### src/rtl/syst_pkg.sv
// syst_pkg: shared helpers for the systolic drain stage.
//   lane_off   - bit offset of lane k in a packed vector of w-bit lanes
//   round_sat  - half-up rounding arithmetic right shift followed by
//                saturation to a signed out_w-bit range
package syst_pkg;

    // Width of the internal arithmetic; wide enough for SO_WIDTH+1 headroom.
    localparam int CALC_W = 64;

    function automatic int lane_off(input int k, input int w);
        return k * w;
    endfunction

    // x must already be sign-extended to CALC_W bits. The add cannot overflow
    // because the source width is well below CALC_W.
    function automatic logic signed [CALC_W-1:0] round_sat(
        input logic signed [CALC_W-1:0] x,
        input int                       out_w,
        input int                       shift
    );
        logic signed [CALC_W-1:0] t;
        logic signed [CALC_W-1:0] hi;
        logic signed [CALC_W-1:0] lo;
        logic signed [CALC_W-1:0] r;
        t  = (x + (64'sd1 <<< (shift - 1))) >>> shift;
        hi = (64'sd1 <<< (out_w - 1)) - 64'sd1;
        lo = -(64'sd1 <<< (out_w - 1));
        if (t > hi) begin
            r = hi;
        end else if (t < lo) begin
            r = lo;
        end else begin
            r = t;
        end
        return r;
    endfunction

endpackage

### src/rtl/syst_fifo.sv
// syst_fifo: synchronous first-word-fall-through FIFO.
//   clk, rstn         - clock, asynchronous active-low reset (pointers/count)
//   wr_en, wr_data    - write request; ignored when full
//   rd_en, rd_data    - read request; ignored when empty; rd_data is the head
//   empty, full, count- occupancy status, all derived from registers
module syst_fifo
    import syst_pkg::*;
#(
    parameter int WIDTH = 64,
    parameter int DEPTH = 4
) (
    input  logic                       clk,
    input  logic                       rstn,
    input  logic                       wr_en,
    input  logic [WIDTH-1:0]           wr_data,
    input  logic                       rd_en,
    output logic [WIDTH-1:0]           rd_data,
    output logic                       empty,
    output logic                       full,
    output logic [$clog2(DEPTH+1)-1:0] count
);

    localparam int AW = $clog2(DEPTH);
    localparam int CW = $clog2(DEPTH + 1);

    logic [WIDTH-1:0] mem_r [DEPTH];
    logic [AW-1:0]    wr_ptr_r;
    logic [AW-1:0]    rd_ptr_r;
    logic [CW-1:0]    count_r;
    logic             wr_ok_s;
    logic             rd_ok_s;

    assign wr_ok_s = wr_en & ~full;
    assign rd_ok_s = rd_en & ~empty;
    assign empty   = (count_r == CW'(0));
    assign full    = (count_r == CW'(DEPTH));
    assign count   = count_r;
    assign rd_data = mem_r[rd_ptr_r];

    // Pointer and occupancy bookkeeping; pointers wrap naturally (DEPTH is 2^n).
    always_ff @(posedge clk or negedge rstn) begin
        if (!rstn) begin
            wr_ptr_r <= '0;
            rd_ptr_r <= '0;
            count_r  <= '0;
        end else begin
            if (wr_ok_s) begin
                wr_ptr_r <= wr_ptr_r + AW'(1);
            end
            if (rd_ok_s) begin
                rd_ptr_r <= rd_ptr_r + AW'(1);
            end
            if (wr_ok_s && !rd_ok_s) begin
                count_r <= count_r + CW'(1);
            end else if (rd_ok_s && !wr_ok_s) begin
                count_r <= count_r - CW'(1);
            end
        end
    end

    // Storage array; contents are don't-care until written.
    always_ff @(posedge clk) begin
        if (wr_ok_s) begin
            mem_r[wr_ptr_r] <= wr_data;
        end
    end

endmodule

### src/rtl/syst_drain.sv
// syst_drain: drain stage of a systolic MAC column.
//   clk, rstn  - clock, asynchronous active-low reset
//   psumm_i    - N signed partial sums, lane k at [k*SO_WIDTH +: SO_WIDTH]
//   valid_i    - per-lane valid; lane k trails lane 0 by k cycles
//   enable_o   - array-wide enable; low while the result FIFO is full
//   out_data   - rounded/saturated aligned lanes (FIFO head)
//   out_valid  - FIFO not empty
//   out_ready  - consumer handshake
//   err_o      - sticky lane-misalignment flag
module syst_drain
    import syst_pkg::*;
#(
    parameter int N         = 4,
    parameter int SO_WIDTH  = 32,
    parameter int OUT_WIDTH = 16,
    parameter int SHIFT     = 4,
    parameter int DEPTH     = 4
) (
    input  logic                   clk,
    input  logic                   rstn,
    input  logic [N*SO_WIDTH-1:0]  psumm_i,
    input  logic [N-1:0]           valid_i,
    output logic                   enable_o,
    output logic [N*OUT_WIDTH-1:0] out_data,
    output logic                   out_valid,
    input  logic                   out_ready,
    output logic                   err_o
);

    localparam int CW = $clog2(DEPTH + 1);

    logic [SO_WIDTH-1:0]    al_data_s [N];
    logic [N-1:0]           al_valid_s;
    logic [N*OUT_WIDTH-1:0] wr_data_s;
    logic [CW-1:0]          count_s;
    logic                   full_s;
    logic                   empty_s;
    logic                   enable_s;
    logic                   all_valid_s;
    logic                   wr_en_s;
    logic                   mis_s;
    logic                   err_r;

    // Only the registered count drives the enable, so out_ready never
    // reaches the array enable combinationally.
    assign enable_s    = (count_s != CW'(DEPTH));
    assign all_valid_s = &al_valid_s;
    assign wr_en_s     = enable_s & ~full_s & all_valid_s;
    assign mis_s       = enable_s & (|al_valid_s) & ~all_valid_s;

    genvar k;
    generate
        for (k = 0; k < N; k++) begin : g_lane
            localparam int STG = N - 1 - k;
            if (STG == 0) begin : g_pass
                // Last lane arrives already aligned.
                assign al_data_s[k]  = psumm_i[lane_off(k, SO_WIDTH) +: SO_WIDTH];
                assign al_valid_s[k] = valid_i[k];
            end else begin : g_dly
                logic [SO_WIDTH-1:0] d_r [STG];
                logic [STG-1:0]      v_r;

                // Valid shift chain; frozen together with the array when disabled.
                always_ff @(posedge clk or negedge rstn) begin
                    if (!rstn) begin
                        v_r <= '0;
                    end else if (enable_s) begin
                        v_r[0] <= valid_i[k];
                        for (int s = 1; s < STG; s++) begin
                            v_r[s] <= v_r[s-1];
                        end
                    end
                end

                // Data shift chain, unreset, qualified by the valid chain.
                always_ff @(posedge clk) begin
                    if (enable_s) begin
                        d_r[0] <= psumm_i[lane_off(k, SO_WIDTH) +: SO_WIDTH];
                        for (int s = 1; s < STG; s++) begin
                            d_r[s] <= d_r[s-1];
                        end
                    end
                end

                assign al_data_s[k]  = d_r[STG-1];
                assign al_valid_s[k] = v_r[STG-1];
            end

            assign wr_data_s[lane_off(k, OUT_WIDTH) +: OUT_WIDTH] =
                OUT_WIDTH'(round_sat(CALC_W'(signed'(al_data_s[k])), OUT_WIDTH, SHIFT));
        end
    endgenerate

    // Sticky misalignment flag.
    always_ff @(posedge clk or negedge rstn) begin
        if (!rstn) begin
            err_r <= 1'b0;
        end else if (mis_s) begin
            err_r <= 1'b1;
        end
    end

    syst_fifo #(
        .WIDTH(N * OUT_WIDTH),
        .DEPTH(DEPTH)
    ) u_fifo (
        .clk    (clk),
        .rstn   (rstn),
        .wr_en  (wr_en_s),
        .wr_data(wr_data_s),
        .rd_en  (out_ready),
        .rd_data(out_data),
        .empty  (empty_s),
        .full   (full_s),
        .count  (count_s)
    );

    assign enable_o  = enable_s;
    assign out_valid = ~empty_s;
    assign err_o     = err_r;

endmodule
### config.mk
export PLATFORM = sky130hd
export DESIGN_NAME = syst_drain
export DESIGN_NICKNAME = d
export VERILOG_FILES = /design/src/rtl/syst_pkg.sv /design/src/rtl/syst_fifo.sv /design/src/rtl/syst_drain.sv
export SDC_FILE = /design/constraint.sdc
export NUM_CORES = 1
export LEC_CHECK = 0
export BUFFER_PORTS_ARGS = -buffer_cell sky130_fd_sc_hd__buf_2
export CAP_MARGIN = 20
export CORE_MARGIN = 2
export CORE_UTILIZATION = 63
export CTS_CLUSTER_SIZE = 12
export DETAILED_ROUTE_END_ITERATION = 8
export PLACE_DENSITY = 0.85
export RECOVER_POWER = 50
export SYNTH_ARGS = -nofsm -noshare
export SYNTH_HDL_FRONTEND = slang
export SYNTH_HIERARCHICAL = 1
export SYNTH_SLANG_ARGS = --single-unit
### constraint.sdc
create_clock -name clk -period 17.1 [get_ports clk]
set_clock_uncertainty 0.05 [all_clocks]
set_input_delay 2.565 -clock clk [delete_from_list [all_inputs] [get_ports clk]]
set_output_delay 2.565 -clock clk [all_outputs]
set_load 0.03 [all_outputs]
==> flow_summary_export.csv, run 1 <==
group,metric,value,unit
run_status,outcome,"finished with violations",
run_status,violations,"capacitance limit, slew limit",
timing,holdWs,360,ps
placed_design,hpwlAfterDp,22600,microns
floorplan,ioPinCount,202,
timing,worstMarginPinSlew,4240,ps
timing,fin_crit_sh,0.478,
power_and_ir_drop,pwr-share-comb,0.256,
clock_network,clkLatencyLatePin,530,ps
global_route,grt_usage,0.226,
timing,finalMaxSlewViolations,199,
clock_network,cts_resized,0,
worst_setup_path,path_delay_family,"buffers and inverters",
placed_design,dp_worst_setup_slack,11080,ps
yosys,ys.flop_type,"edfxtp_1",
power_and_ir_drop,power.switching,1.09,mW
timing,slew_headroom,-1.83,
clock_network,clock-sinks,444,
cells_and_area,num-nets-final,1412,
hold_path,worstHoldPathType,"register to register",
clock_network,path_clk_slew,60,ps
power_and_ir_drop,p_sw_frac,0.315,
timing,fin_crit,8180,ps
yosys,yosysSeqAreaShare,0.724,
timing,setup_viol,0,
timing,setup_ws,8920,ps
worst_setup_path,ff2ff_setup_slack,9960,ps
route,drtAntennaViolNets,0,
worst_setup_path,path_max_fanout,94,
route,vias,10107,
timing,clock.fmax,122,MHz
yosys,syn-cell-area,18300,sq um
worst_setup_path,cp-start-kind,"register",
global_route,antenna_found_initial,3,
clock_network,numCtsBuffers,45,
power_and_ir_drop,leakage,7.20,nW
global_route,grt_max_degree,95,
worst_setup_path,worstPathArrival,5570,ps
yosys,yosysWarnings,6,
route,routedWlPerCell,20.1,microns
placed_design,post-place-cells,1600,
yosys,yosysTopAreaCell,"edfxtp_1",
global_route,grt_pass1_vias,10054,
yosys,synth-seq-cells,444,
cells_and_area,multiInputGateArea,4690,sq um
yosys,synth_edf_count,430,
placed_design,placed_area,19600,sq um
route,drt-pass1-iter-count,5,
yosys,synth_nets,1199,
global_route,grt_first_pass_wirelength,53200,microns
route,drt_wl_total,33700,microns
floorplan,die_w,175,microns
clock_network,cts_tree,"yes",
cells_and_area,ff_latch_area,13300,sq um
worst_setup_path,cp.required,14490,ps
timing,finalSetupTns,0,ps
route,drc,0,
job,drv_cap,3,
clock_network,hold_buffers,0,
cells_and_area,instances_no_fill,1673,
yosys,syn_area_per_cell,17.4,sq um
floorplan,floorplan.initialDensity,0.639,
cells_and_area,fillers,1812,
worst_setup_path,worstSetupEndpointType,"primary output",
floorplan,dieArea,30500,sq um
yosys,synth_top_area_frac,0.705,
route,drt_iter0_markers,727,
cells_and_area,fin_area,20900,sq um
yosys,async_flop_share,0.0315,
clock_network,cts_root_buffer,"clkbuf_16",
placed_design,io_buffers,189,
floorplan,die_h,175,microns
power_and_ir_drop,power.internal,2.37,mW
yosys,synth_area_leaders,"edfxtp_1 70%, mux4_2 7.9%, dfrtp_1 1.9%",
worst_setup_path,worstSetupPathType,"register to primary output",
global_route,grt-ovfl-total,0,
power_and_ir_drop,p_clk_frac,0.252,
clock_network,postCtsSetupRepairBufs,0,
yosys,syn_inst,1054,
worst_setup_path,crit_chain,"nor2_1 > and2_0 > clkinvlp_2 > buf_2",
route,viasPerCell,6.04,
yosys,synthDistinctLibCells,77,
power_and_ir_drop,p_per_area,166,nW/um^2
timing,rsz0062_at_grt,"no",
power_and_ir_drop,p_seq_frac,0.492,
cells_and_area,synthToLayoutAreaGrowth,13.8,%
worst_setup_path,cp_slowest_stage_delay,3030,ps
floorplan,coreArea,28700,sq um
clock_network,cts_htree_levels,2,
floorplan,fp-row-count,62,
placed_design,place_congestion,0.863,
clock_network,cts.path.max_buffers,3,
worst_setup_path,crit_buf_inv,2,
timing,final_hold_viol_count,0,
cells_and_area,drive_above_1_share,0.273,
power_and_ir_drop,ir_worst_vdd,0.136,mV
worst_setup_path,crit_path_top_delay_cell,"clkinvlp_2",
-- synth_stat cells, types with 4 or more instances --
library cell / n
mux4_2: 64
buf_4: 4
o21ai_1: 11
nor2_1: 27
ha_1: 9
o21ai_0: 14
or3_1: 8
a21oi_2: 10
a31oi_1: 6
nor3b_1: 4
nor3_1: 16
and4_1: 8
clkbuf_1: 10
mux2i_1: 4
a31o_2: 4
a21oi_1: 51
dfrtp_1: 14
buf_6: 8
mux2_2: 10
buf_2: 12
nand3_1: 48
and2_1: 8
nor4_1: 10
xor2_1: 37
inv_1: 21
nand4_1: 34
nand2_1: 41
and3_1: 22
or2_2: 4
edfxtp_1: 430
xnor2_1: 38
-- final timing paths --
| path | from | to | cells past startpoint |
|---|---|---|---|
| max | u_fifo/count[0] | enable_o | 4 |
| min | g_lane[0].g_dly.d_r[0][55] | g_lane[0].g_dly.d_r[0][87] | 0 |
| max reg2reg | u_fifo/count[0] | g_lane[2].g_dly.d_r[0][16] | 4 |
| min reg2reg | g_lane[0].g_dly.d_r[0][55] | g_lane[0].g_dly.d_r[0][87] | 0 |
| max in group asynchronous | rstn | u_fifo/rd_ptr_r[0] | 1 |
| min in group asynchronous | rstn | err_o | 1 |
-- cells by family (layout without fill, tap and decap cells) --
| kind of cell | Yosys count | in the layout | share of synthesized area |
|---|---|---|---|
| compound gates | 126 | 126 | 0.0465 |
| mux | 78 | 78 | 0.0870 |
| fa+ha+maj | 10 | 10 | 0.00724 |
| flops | 444 | 444 | 0.724 |
| xor+xnor | 75 | 75 | 0.0358 |
| buf+inv | 58 | 290 | 0.0169 |
| other cells | 0 | 3 | 0 |
| simple gates | 263 | 263 | 0.0829 |
-- cell type report --
| type | instances | area share |
|---|---|---|
| sequential | 444 | 0.636 |
| multi-input combinational | 552 | 0.225 |
| clock buffer | 57 | 0.0582 |
| timing repair buffer | 202 | 0.0496 |
| tap | 384 | 0.0230 |
| inverter | 22 | 0.00402 |
| clock inverter | 9 | 0.00366 |
| antenna | 3 | 0.000360 |
-- power groups by stage --
stage | Combinational, mW | Clock, mW | Sequential [mW]
floorplan | 0.719 | 0 | 1.64
global placement | 0.868 | 0 | 1.69
detailed placement | 0.898 | 0 | 1.70
CTS | 0.901 | 0.890 | 1.68
global route | 0.953 | 0.929 | 1.73
finish | 0.886 | 0.870 | 1.70
-- layout by cell type, fill, tap and decap left out, types with 5 or more instances in the layout --
| master | n |
|---|---|
| nand3_1 | 48 |
| and4_1 | 9 |
| nand2_1 | 41 |
| or3_1 | 8 |
| nor4_1 | 11 |
| a21oi_1 | 61 |
| nand4_1 | 34 |
| nor3_1 | 16 |
| dfrtp_1 | 12 |
| o21ai_1 | 11 |
| xnor2_1 | 38 |
| a31oi_1 | 6 |
| clkbuf_1 | 17 |
| nor2_1 | 27 |
| inv_1 | 21 |
| edfxtp_1 | 430 |
| buf_2 | 184 |
| o21ai_0 | 14 |
| ha_1 | 9 |
| mux4_2 | 64 |
| clkbuf_16 | 47 |
| buf_4 | 10 |
| and3_1 | 22 |
| and2_2 | 5 |
| xor2_1 | 37 |
| mux2_2 | 10 |
-- per-stage QoR --
stage                     utilization  power, mW
after floorplan                     -       2.36
after global placement          0.683       2.56
after detailed placement        0.683       2.60
after CTS                       0.728       3.48
final                           0.727       3.46
after global routing            0.727       3.62
-- per-layer routing --
metal | global-route usage | routed length (microns)
met4 | 0.0639 | 899
met5 | 0 | 0
met2 | 0.394 | 17200
met1 | 0.300 | 13300
met3 | 0.0337 | 2230
-- flip-flops by register name, summed over array words and instances (netlist names) --
signal,cells
u_fifo/wr_ptr_r,2
err_o,1
g_lane.g_dly.v_r,6
u_fifo/rd_ptr_r,2
u_fifo/count,3
u_fifo/mem_r,256
g_lane.g_dly.d_r,174
No activity file was read; power rests on OpenSTA's default activity.
==> run 2: changes to the inputs <==
--- a/config.mk
+++ b/config.mk
@@ -5,13 +5,14 @@
 export SDC_FILE = /design/constraint.sdc
 export NUM_CORES = 1
 export LEC_CHECK = 0
+export ABC_AREA = 1
 export BUFFER_PORTS_ARGS = -buffer_cell sky130_fd_sc_hd__buf_2
 export CAP_MARGIN = 20
 export CORE_MARGIN = 2
-export CORE_UTILIZATION = 63
+export CORE_UTILIZATION = 59
 export CTS_CLUSTER_SIZE = 12
 export DETAILED_ROUTE_END_ITERATION = 8
-export PLACE_DENSITY = 0.85
+export PLACE_DENSITY = 0.8
 export RECOVER_POWER = 50
 export SYNTH_ARGS = -nofsm -noshare
 export SYNTH_HDL_FRONTEND = slang
==> constraint.sdc (replaced) <==
create_clock -name clk -period 8.2 [get_ports clk]
set_clock_uncertainty 0.05 [all_clocks]
set_input_delay 1.23 -clock clk [delete_from_list [all_inputs] [get_ports clk]]
set_output_delay 1.23 -clock clk [all_outputs]
set_load 0.03 [all_outputs]
==> flow_summary_export.csv, run 2 <==
group,metric,value,unit
timing,rsz0062_at_grt,"no",
clock_network,cts_root_buffer,"clkbuf_16",
run_status,outcome,"finished with violations",
cells_and_area,drive_above_1_share,0.135,
yosys,synth_top_family_by_area,"simple AND/OR/NAND/NOR gates",
cells_and_area,final_common_cell,"nand2_1",
cells_and_area,fillers,2663,
yosys,yosysTopAreaCell,"edfxtp_1",
worst_setup_path,path_max_fanout,150,
route,vias,13502,
yosys,synth_compound_area_frac,0.0524,
floorplan,fp-row-count,68,
worst_setup_path,worstSetupEndpointType,"register",
yosys,synth_top_area_frac,0.629,
floorplan,die_h,191,microns
floorplan,dieArea,36300,sq um
timing,final_hold_viol_count,0,
global_route,grt_first_pass_wirelength,61600,microns
cells_and_area,synthToLayoutAreaGrowth,11.9,%
floorplan,floorplan.initialDensity,0.597,
clock_network,cts_htree_levels,2,
route,drc,0,
yosys,syn_inst,1967,
yosys,synth_edf_count,430,
placed_design,dp_worst_setup_slack,4180,ps
yosys,synthMuxAreaShare,0.00219,
timing,slew_headroom,-1.22,
timing,clock.fmax,198,MHz
clock_network,postCtsSetupRepairBufs,0,
floorplan,ioPinCount,202,
worst_setup_path,worstPathArrival,5440,ps
timing,worstMarginPinSlew,3330,ps
yosys,synth_nets,2112,
yosys,synth.most_common_cell,"nand2_1",
global_route,grt_pass1_vias,12647,
clock_network,hold_buffers,0,
route,drt-pass1-iter-count,5,
clock_network,numCtsBuffers,45,
global_route,grt-ovfl-total,0,
worst_setup_path,cp_slowest_stage_delay,2450,ps
timing,finalMaxSlewViolations,188,
clock_network,path_clk_slew,60,ps
cells_and_area,largest_register_ffs,256,
floorplan,coreArea,34400,sq um
placed_design,place_congestion,0.899,
cells_and_area,diodes,0,
power_and_ir_drop,ir_worst_vdd,0.259,mV
power_and_ir_drop,leakage,9.46,nW
cells_and_area,final_cell_mix,"686 x nand2_1, 430 x edfxtp_1, 237 x inv_1, 204 x nor2_1, 186 x buf_2",
hold_path,worstHoldPathType,"register to register",
timing,setup_viol,0,
placed_design,hpwlAfterDp,26800,microns
clock_network,cts_resized,0,
yosys,syn_area_per_cell,10.4,sq um
worst_setup_path,crit_path_top_delay_cell,"clkbuf_2",
route,routedWlPerCell,14.9,microns
yosys,async_flop_share,0.0315,
clock_network,cts_tree,"yes",
yosys,synth_fa_ha_area_frac,0.00646,
timing,setup_ws,3150,ps
yosys,ys.flop_type,"edfxtp_1",
yosys,ys_top_cells_by_count,"683 x nand2_1, 430 x edfxtp_1, 237 x inv_1",
route,drtAntennaViolNets,0,
worst_setup_path,cp.required,8590,ps
floorplan,die_w,191,microns
global_route,antenna_found_initial,0,
yosys,yosysSeqAreaShare,0.646,
global_route,grt_usage,0.218,
route,drt_iter0_markers,789,
clock_network,cts.path.max_buffers,3,
power_and_ir_drop,p_per_area,332,nW/um^2
cells_and_area,multiInputGateArea,5930,sq um
cells_and_area,top_register,"u_fifo/mem_r",
run_status,violations,"capacitance limit, slew limit",
cells_and_area,num-nets-final,2306,
cells_and_area,ff_latch_area,13300,sq um
yosys,synth-seq-cells,444,
job,drv_cap,2,
placed_design,io_buffers,189,
timing,finalSetupTns,0,ps
worst_setup_path,crit_chain,"nor2_1 > nand2_1 > clkbuf_2 > mux2_2",
route,viasPerCell,5.11,
yosys,syn-cell-area,20500,sq um
yosys,synth_area_leaders,"edfxtp_1 63%, nand2_1 12%, o211ai_1 4.7%",
worst_setup_path,cp-start-kind,"register",
worst_setup_path,worstSetupPathType,"register to register",
clock_network,clkLatencyLatePin,570,ps
yosys,synthDistinctLibCells,35,
yosys,yosysWarnings,6,
cells_and_area,post-route-util,0.668,
route,drt_wl_total,39300,microns
clock_network,clock-sinks,444,
yosys,synth_xor_area_frac,0.0269,
timing,fin_crit_sh,0.616,
timing,fin_crit,5050,ps
cells_and_area,reg_top3,"u_fifo/mem_r x256, g_lane.g_dly.d_r x174, g_lane.g_dly.v_r x6",
yosys,synth-simple-area-share,0.201,
global_route,grt_max_degree,151,
-- run 2: cell count changes after synthesis, sizes merged, moves of 19 or more --
cell / delta
a21oi: -56
inv: +219
o211ai: +128
buf: +19
nand2: +655
and3: -23
nand4: -30
mux4: -64
nor2: +201
-- run 2: final timing paths --
kind	startpoint	to	slack (ps)	depth (start not counted)
hold / removal	g_lane[0].g_dly.d_r[0][61]	g_lane[0].g_dly.d_r[0][93]	360	0
min in group asynchronous	rstn	g_lane[2].g_dly.v_r	670	1
setup / recovery	u_fifo/count[0]	g_lane[1].g_dly.v_r[0]	3150	4
hold reg to reg	g_lane[0].g_dly.d_r[0][61]	g_lane[0].g_dly.d_r[0][93]	360	0
setup reg to reg	u_fifo/count[0]	g_lane[1].g_dly.v_r[0]	3150	4
max in group asynchronous	rstn	u_fifo/rd_ptr_r[1]	6890	1
-- run 2: critical path, delay by kind of cell, from the launching register on --
family	cells	cell delay [ps]
buffers and inverters	1	2450
and+or+nand+nor	2	1310
muxes	1	500
DFF	1	430
-- run 2: cells by family (layout without fill, tap and decap cells) --
group	count (synthesis)	in the layout
AND/OR/NAND/NOR	1011	1011
buffers and inverters	292	510
multiplexers	4	4
AO/OA/AOI/OAI	143	143
XOR/XNOR	63	63
adder cells (fa/ha/maj)	10	10
flip-flops	444	444
-- run 2: power breakdown --
part	total, mW	internal, mW	switching (mW)
registers	3.41	3.16	0.243
logic	2.44	0.654	1.79
clock network	1.78	1.01	0.769
total	7.63	4.83	2.80
-- run 2: area by class of cell --
class,count,share of cell area
flip-flops and latches,444,0.577
multi-input cells,1231,0.258
clock buffers,58,0.0516
repair buffers,198,0.0447
inverters,241,0.0396
well taps,455,0.0248
clock inverters,13,0.00387
-- run 2: through the flow --
stage / hold slack, ps / std cells / power (mW) / area, sq um
5_1_grt: 365 / 2640 / 8.07 / 23000
2_1_floorplan: 350 / 1967 / 5.29 / 20500
4_1_cts: 358 / 2639 / 7.68 / 23000
3_3_place_gp: 350 / 2568 / 5.81 / 21700
3_5_place_dp: 355 / 2568 / 5.89 / 21700
6_report: 358 / 2640 / 7.63 / 23000
-- run 2: per-layer routing --
layer / vias to the layer above / GRT usage / wire length, microns
met2: 342 / 0.379 / 19400
met4: 0 / 0.0948 / 1480
li1: 6869 / - / -
met5: - / 0 / 0
met3: 78 / 0.0368 / 1940
met1: 6213 / 0.268 / 16400
==> run 3: changes to the inputs <==
==> constraint.sdc (replaced) <==
create_clock -name clk -period 4.8 [get_ports clk]
set_clock_uncertainty 0.05 [all_clocks]
set_input_delay 0.72 -clock clk [delete_from_list [all_inputs] [get_ports clk]]
set_output_delay 0.72 -clock clk [all_outputs]
set_load 0.03 [all_outputs]
==> flow_summary_export.csv, run 3 (synthesized netlist as in run 2, its figures left out) <==
group,metric,value,unit
run_status,outcome,"finished with violations",
run_status,violations,"capacitance limit, slew limit",
worst_setup_path,cp.required,4030,ps
worst_setup_path,cp-start-kind,"register",
placed_design,io_buffers,189,
route,drt_wl_total,40300,microns
worst_setup_path,path_max_fanout,137,
global_route,grt_pass1_vias,13020,
clock_network,cts.path.max_buffers,3,
worst_setup_path,path_delay_family,"buffers and inverters",
worst_setup_path,crit_path_top_delay_cell,"inv_6",
route,vias,13669,
timing,rsz0062_at_grt,"no",
timing,finalMaxSlewViolations,44,
worst_setup_path,worstSetupPathType,"register to primary output",
timing,setup_viol,0,
cells_and_area,final_common_cell,"nand2_1",
global_route,grt_usage,0.225,
floorplan,floorplan.initialDensity,0.597,
worst_setup_path,worstPathArrival,2690,ps
placed_design,hpwlAfterDp,27700,microns
cells_and_area,post-route-util,0.675,
worst_setup_path,worstSetupEndpointType,"primary output",
clock_network,cts_tree,"yes",
cells_and_area,fillers,2610,
global_route,grt_first_pass_wirelength,63900,microns
cells_and_area,num-nets-final,2314,
global_route,antenna_found_initial,0,
cells_and_area,diodes,0,
job,drv_cap,1,
clock_network,cts_htree_levels,2,
timing,fin_crit,3460,ps
floorplan,fp-row-count,68,
clock_network,postCtsSetupRepairBufs,0,
route,drtAntennaViolNets,0,
route,drt-pass1-iter-count,5,
worst_setup_path,crit_chain,"inv_6 > buf_12 > nand2_1 > o211ai_1 > nand2_1 > buf_2",
timing,finalSetupTns,0,ps
clock_network,cts_resized,0,
worst_setup_path,cp_slowest_stage_delay,650,ps
cells_and_area,drive_above_1_share,0.140,
timing,final_hold_viol_count,0,
clock_network,clock-sinks,444,
cells_and_area,ff_latch_area,13300,sq um
clock_network,numCtsBuffers,46,
cells_and_area,synthToLayoutAreaGrowth,12.9,%
route,routedWlPerCell,15.2,microns
floorplan,dieArea,36300,sq um
route,drt_iter0_markers,753,
global_route,grt_max_degree,138,
clock_network,hold_buffers,1,
clock_network,cts_root_buffer,"clkbuf_16",
floorplan,ioPinCount,202,
cells_and_area,multiInputGateArea,5960,sq um
power_and_ir_drop,p_per_area,578,nW/um^2
power_and_ir_drop,ir_worst_vdd,0.431,mV
clock_network,path_clk_slew,60,ps
hold_path,worstHoldPathType,"primary input to register",
cells_and_area,final_cell_mix,"685 x nand2_1, 430 x edfxtp_1, 237 x inv_1, 201 x nor2_1, 185 x buf_2",
cells_and_area,top_register,"u_fifo/mem_r",
timing,clock.fmax,289,MHz
timing,slew_headroom,-0.381,
clock_network,clkLatencyLatePin,560,ps
global_route,grt-ovfl-total,0,
route,viasPerCell,5.17,
cells_and_area,largest_register_ffs,256,
cells_and_area,reg_top3,"u_fifo/mem_r x256, g_lane.g_dly.d_r x174, g_lane.g_dly.v_r x6",
route,drc,0,
worst_setup_path,crit_buf_inv,3,
floorplan,coreArea,34400,sq um
floorplan,die_h,191,microns
placed_design,place_congestion,0.869,
timing,fin_crit_sh,0.721,
worst_setup_path,crit_top_cell,"nand2_1",
timing,worstMarginPinSlew,2070,ps
floorplan,die_w,191,microns
power_and_ir_drop,leakage,9.56,nW
## run 3: cell types whose count changed in the layout (fill, tap and decap cells not counted), sizes merged
| cell | before | now |
|---|---|---|
| buf | 194 | 199 |
| clkinv | 13 | 11 |
| clkinvlp | 0 | 1 |
| clkbuf | 62 | 56 |
| dlygate4sd3 | 0 | 1 |
| bufinv | 0 | 5 |
| inv | 241 | 240 |
## run 3: final timing paths
check                                           start                         end  slack (ps)  depth (start not counted)
hold / removal                            psumm_i[18]  g_lane[0].g_dly.d_r[0][18]         290                          1
setup reg to reg                      u_fifo/count[0]         u_fifo/mem_r[2][42]        1510                          6
hold reg to reg            g_lane[0].g_dly.d_r[0][54]  g_lane[0].g_dly.d_r[0][86]         360                          0
setup / recovery                   u_fifo/rd_ptr_r[0]                out_data[35]        1340                          6
max in group asynchronous                        rstn          u_fifo/rd_ptr_r[1]        3480                          2
min in group asynchronous                        rstn         g_lane[2].g_dly.v_r         700                          2
## run 3: final cells by class
| type | instances | share of cell area |
|---|---|---|
| well taps | 455 | 0.0246 |
| repair buffers | 205 | 0.0462 |
| clock buffers | 51 | 0.0514 |
| flip-flops and latches | 444 | 0.572 |
| multi-input cells | 1231 | 0.257 |
| inverters | 241 | 0.0392 |
| clock inverters | 16 | 0.00966 |
## run 3: metal layers
layer,wire [microns],global-route usage
met3,2360,0.0421
met2,19700,0.387
met1,16600,0.278
met4,1550,0.0996
met5,0,0
## run 3: through the flow
| step | setup slack (ps) | area (sq um) | hold slack [ps] | power (mW) | cells |
|---|---|---|---|---|---|
| 6_report | 1340 | 23200 | 286 | 13.4 | 2643 |
| 5_1_grt | 1160 | 23200 | 264 | 14.2 | 2643 |
| 4_1_cts | 1360 | 23200 | 261 | 13.5 | 2643 |
| 3_5_place_dp | 1450 | 21800 | 355 | 10.1 | 2575 |
| 3_3_place_gp | 1530 | 21800 | 350 | 9.97 | 2575 |
| 2_1_floorplan | 59.9 | 20500 | 350 | 9.01 | 1967 |
## run 3: worst register-to-register path: stages (launching register included)
cell and delay [ps]:
dfrtp_1 430, nor2_1 100, nand2_4 360, nor3b_1 370, nand2_1 360, nor2_4 780, buf_4 490
## run 3: power breakdown
part	switching, mW	internal, mW
sequential	0.425	5.36
combinational	3.10	1.12
clock	1.35	2.02
total	4.88	8.51
